### src/rtl/ram_arb_pkg.sv
// ram_arb_pkg: shared types and constants for the fetch/data RAM port arbiter
package ram_arb_pkg;

    typedef enum logic [1:0] {IDLE, ACCESS, DONE} state_t;

    localparam logic [1:0] SZ_BYTE = 2'b00;
    localparam logic [1:0] SZ_HALF = 2'b01;
    localparam logic [1:0] SZ_WORD = 2'b10;

    localparam logic REQ_FETCH = 1'b0;
    localparam logic REQ_DATA  = 1'b1;

    localparam int WAIT_W = 4;

    function automatic logic [31:0] zext(input logic [1:0] size, input logic [31:0] d);
        return size == SZ_BYTE ? {24'd0, d[7:0]} : size == SZ_HALF ? {16'd0, d[15:0]} : d;
    endfunction

endpackage

### src/rtl/ram_wait_counter.sv
// ram_wait_counter: counts RAM wait cycles and flags when WAIT_CYCLES is reached
module ram_wait_counter
    import ram_arb_pkg::*;
#(
    parameter int WAIT_CYCLES = 2
) (
    input  logic clk,
    input  logic reset,
    input  logic clear,
    input  logic enable,
    output logic done
);

    localparam logic [WAIT_W-1:0] LIMIT = WAIT_CYCLES[WAIT_W-1:0];

    logic [WAIT_W-1:0] count;

    // cycle counter, held at zero while cleared
    always_ff @(posedge clk or posedge reset) begin
        if (reset) count <= '0;
        else if (clear) count <= '0;
        else if (enable) count <= count + 1'b1;
    end

    assign done = count == LIMIT;

endmodule

### src/rtl/ram_port_arbiter.sv
// ram_port_arbiter: shares one data RAM between fetch and load/store via MFA/MOC handshakes; ARB_ROUND_ROBIN_EN selects round-robin tie breaking instead of fixed data priority
module ram_port_arbiter
    import ram_arb_pkg::*;
#(
    parameter int ADDR_W      = 8,
    parameter int WAIT_CYCLES = 2
) (
    input  logic              clk,
    input  logic              reset,
    input  logic              if_mfa,
    input  logic [ADDR_W-1:0] if_addr,
    output logic [31:0]       if_rdata,
    output logic              if_moc,
    input  logic              d_mfa,
    input  logic              d_rw,
    input  logic [1:0]        d_size,
    input  logic [ADDR_W-1:0] d_addr,
    input  logic [31:0]       d_wdata,
    output logic [31:0]       d_rdata,
    output logic              d_moc,
    output logic              ram_en,
    output logic              ram_rw,
    output logic [1:0]        ram_size,
    output logic [ADDR_W-1:0] ram_addr,
    output logic [31:0]       ram_wdata,
    input  logic [31:0]       ram_rdata
);

    state_t state;
    logic grant;
    logic pick;
    logic cnt_done;
    logic [1:0] d_size_n;
    logic [ADDR_W-1:0] d_addr_al;
    logic [ADDR_W-1:0] if_addr_al;

    assign d_size_n   = d_size == 2'b11 ? SZ_WORD : d_size;
    assign d_addr_al  = d_size_n == SZ_BYTE ? d_addr :
                        d_size_n == SZ_HALF ? {d_addr[ADDR_W-1:1], 1'b0} : {d_addr[ADDR_W-1:2], 2'b00};
    assign if_addr_al = {if_addr[ADDR_W-1:2], 2'b00};

`ifdef ARB_ROUND_ROBIN_EN
    logic last_grant;
    assign pick = (if_mfa && d_mfa) ? ~last_grant : d_mfa;
`else
    assign pick = d_mfa ? REQ_DATA : REQ_FETCH;
`endif

    ram_wait_counter #(.WAIT_CYCLES(WAIT_CYCLES)) u_wait (
        .clk   (clk),
        .reset (reset),
        .clear (state == IDLE),
        .enable(state == ACCESS),
        .done  (cnt_done)
    );

    // arbitration FSM with registered RAM drive, read capture and MOC returns
    always_ff @(posedge clk or posedge reset) begin
        if (reset) begin
            state     <= IDLE;
            grant     <= REQ_FETCH;
            ram_en    <= 1'b0;
            ram_rw    <= 1'b0;
            ram_size  <= 2'b00;
            ram_addr  <= '0;
            ram_wdata <= '0;
            if_rdata  <= '0;
            d_rdata   <= '0;
            if_moc    <= 1'b0;
            d_moc     <= 1'b0;
`ifdef ARB_ROUND_ROBIN_EN
            last_grant <= REQ_DATA;
`endif
        end else begin
            case (state)
                IDLE: if (if_mfa || d_mfa) begin
                    grant     <= pick;
                    ram_en    <= 1'b1;
                    ram_rw    <= pick ? d_rw : 1'b1;
                    ram_size  <= pick ? d_size_n : SZ_WORD;
                    ram_addr  <= pick ? d_addr_al : if_addr_al;
                    ram_wdata <= pick ? d_wdata : 32'd0;
                    state     <= ACCESS;
                end
                ACCESS: if (cnt_done) begin
                    ram_en <= 1'b0;
                    if (ram_rw && grant) d_rdata <= zext(ram_size, ram_rdata);
                    if (ram_rw && !grant) if_rdata <= ram_rdata;
                    d_moc  <= grant;
                    if_moc <= !grant;
                    state  <= DONE;
                end
                DONE: if (!(grant ? d_mfa : if_mfa)) begin
                    d_moc  <= 1'b0;
                    if_moc <= 1'b0;
                    state  <= IDLE;
`ifdef ARB_ROUND_ROBIN_EN
                    last_grant <= grant;
`endif
                end
                default: state <= IDLE;
            endcase
        end
    end

endmodule

### config.mk
export PLATFORM = sky130hd
export DESIGN_NAME = ram_port_arbiter
export DESIGN_NICKNAME = d
export VERILOG_FILES = /design/src/rtl/ram_arb_pkg.sv /design/src/rtl/ram_wait_counter.sv /design/src/rtl/ram_port_arbiter.sv
export SDC_FILE = /design/constraint.sdc
export NUM_CORES = 1
export LEC_CHECK = 0
export ABC_CLOCK_PERIOD_IN_PS = 5350
export CAP_MARGIN = 15
export CORE_MARGIN = 5
export CORE_UTILIZATION = 46
export DETAILED_ROUTE_END_ITERATION = 10
export GPL_TIMING_DRIVEN = 1
export PLACE_DENSITY = 0.85
export SYNTH_ARGS = -nofsm -noshare
export SYNTH_HDL_FRONTEND = slang
export SYNTH_HIERARCHICAL = 1
export SYNTH_SLANG_ARGS = --single-unit
### constraint.sdc
create_clock -name clk -period 5.35 [get_ports clk]
set_input_delay 0.535 -clock clk [delete_from_list [all_inputs] [get_ports clk]]
set_output_delay 0.535 -clock clk [all_outputs]
set_load 0.01 [all_outputs]
==> metrics.txt <==
run status=complete, no violations; Max VDD drop=between 0.2 and 0.3 mV; IO Port Bufs=194; CTS root buffer=clkbuf_8; DR DRC count=0; Post-synth EDFFs=0; Final ANT Viol Nets=0; layout cells sized above 1=0.1908; Core Box Area=approximately 0.010 mm2; All-Layer GR Usage=0.2075; Gate Count Post-Synth=between 300 and 400; clk_skew=about 0.0075 ns; yosys warns=6; Worst-Skew Late Latency=0.51 ns; arrival time at the worst endpoint=~3.2 ns; post-route setup slack=about 2.6 ns; most frequent cells in the layout=clkdlybuf4s50_1 (194), dfrtp_1 (117), mux2_2 (45), a22o_1 (35), inv_1 (24); CTS max path bufs=2; Hold Buf Count CTS=0; Yosys cell types=35; Max Slew Vio Count=0; Max Clock Freq=357.9 MHz; cts repair resizes=0; gr ovfl total=0; DR iter-0 viols=between 100 and 150; CP Data Required Time=~5.7 ns; leakage=0.003338 uW; critical-path cell list=inv_1 > ha_1 > nor3b_1 > and4b_1 > nand2_4 > mux2_4; Cell Area, Synth=approximately 0.0047 mm2; first-pass GRT wire length=slightly above 20 mm; ANT cells=0; RePlAce Congestion=a little over 0.7; antenna violations before repair=0; vias=~3500; Worst setup EP type=register; Die Ht=approximately 110 um; TritonCTS Buffers=17; area grow syn2layout=54.92%; slowest cell delay on critical path=slightly above 0.6 ns; Initial Utilization=0.4655; Core Util, Final=0.7211; Worst setup SP type=register; Final period util=0.5222; Seq cells post-synth=approximately 120; DR pass1 iterations=4; hold crit path type=input port to async pin; WHS=0.3124 ns; # setup viols final=0; Die Footprint=~0.012 mm2; unrepaired setup endpoints after global routing=no; Primary FF master, synth=dfrtp_1; Slew HR=0.4428; power density cells=~630 mW/mm2; Clock Pin Slew Worst Setup and Hold Paths=0.06 ns; DR WL/cell=around 18 um; Rows=37; CTS tree=yes; # Post-CTS Setup Buffers=0; Synth Area per Inst=~14 um2; # clock sinks=around 120; Place WS=~2.6 ns; sequential share of the synthesized area=0.6176; Max Fanout on Critical Path=32; Total Wirelength=12.50 mm; H-tree levels=4; Vias/cell=between 5 and 6; Slew @ Worst Pin=about 0.84 ns; most common library cell in the layout ignoring fill and taps=clkdlybuf4s50_1; crit path time final=approximately 2.8 ns; syn nets=426; final hold vios=0; Die Wd=about 110 um; fraction of registers with async set/reset=1.000; setup tns final=0 ns; Slowest cell on crit path=and4b_1; CP delay by family, top=simple AND/OR/NAND/NOR gates; Final #Nets=between 600 and 700; Crit Path Class=register to register; vias in the first global route=around 3800; post-DP HPWL=8.631 mm; largest net degree at the start of global routing=68; Bufs and invs on worst path=1; IO Pins=~200; Max-Cap Viols=0
[worst register-to-register path, cell delays in order (launching register included)]
cell and delay, ns:
dfrtp_1 0.42, inv_1 0.08, ha_1 0.13, nor3b_1 0.58, and4b_1 0.61, nand2_4 0.41
mux2_4 0.44
[through the flow]
step | total power (uW) | instance area, um2 | instances
floorplan | 2480 | 4741 | 337
global placement | 3431 | 6726 | 648
detailed placement | 3510 | 6726 | 648
CTS | 4653 | 7317 | 680
global route | 4885 | 7345 | 681
finish | 4628 | 7345 | 681
[cell type report]
class	instances	area, um2
Clock buffer	19	441.7
Tap cell	136	170.2
Multi-Input combinational cell	174	1575
Timing Repair Buffer	197	1984
Inverter	25	96.34
Sequential cell	117	2928
Fill cell	733	2840
Clock inverter	13	148.9
[state kept, by name, summed over array words and instances, names as in the netlist]
signal        count
if_rdata         32
d_rdata          32
d_moc             1
ram_rw            1
state             2
ram_size          2
if_moc            1
ram_en            1
u_wait/count      4
grant             1
ram_addr          8
ram_wdata        32
[routing by layer]
layer / share of wire / GRT usage / wire, um
met4: 0.023 / 0.07948 / 291
met2: 0.50 / 0.3546 / 6280
met5: 0 / 0 / 0
met3: 0.086 / 0.08424 / 1079
met1: 0.39 / 0.2330 / 4844
[cell usage after synthesis (2+ instances only)]
cell / count / area, um2
a21oi_1: 2 / 10.01
a211oi_1: 3 / 22.52
nand2_4: 2 / 22.52
mux2_4: 8 / 120.1
nor2_1: 5 / 18.77
a22o_1: 35 / 306.5
a31oi_1: 2 / 12.51
mux2i_1: 17 / 170.2
nand2_1: 19 / 71.32
nand4_1: 9 / 56.30
nor2b_1: 2 / 12.51
o21ai_0: 2 / 10.01
a21bo_2: 9 / 90.09
buf_4: 4 / 30.03
buf_6: 3 / 33.78
clkbuf_8: 3 / 41.29
inv_1: 25 / 93.84
mux2_2: 45 / 506.7
buf_2: 9 / 45.04
dfrtp_1: 117 / 2928
ha_1: 2 / 25.02
[cells by family after synthesis]
group / share of synthesized area
flip-flops: 0.6176
multiplexers: 0.1681
AO/OA/AOI/OAI: 0.1024
buffers and inverters: 0.05305
AND/OR/NAND/NOR: 0.05173
adder cells (fa/ha/maj): 0.005278
XOR/XNOR: 0.001848
[worst paths after layout]
| path | startpoint | endpoint | slack (ns) | cells past startpoint |
|---|---|---|---|---|
| worst max-delay path | u_wait/count[0] | d_rdata[1] | 2.56 | 6 |
| worst min-delay path | reset | u_wait/count[2] | 0.31 | 2 |
| worst max register to register | u_wait/count[0] | d_rdata[1] | 2.56 | 6 |
| worst min register to register | d_rdata[8] | d_rdata[8] | 0.49 | 1 |
| max in group asynchronous | reset | d_rdata[19] | 3.63 | 3 |
| min in group clk | d_rdata[8] | d_rdata[8] | 0.49 | 1 |
[report_power, final]
part | internal (uW) | total (uW) | switching, uW | leakage (uW)
sequential | 1310 | 1600 | 290 | 0.00143
clock | 692 | 1100 | 410 | 0.000270
combinational | 1160 | 1930 | 774 | 0.00163
total | 3150 | 4630 | 1470 | 0.00334
(Power assumes the default switching activity.)
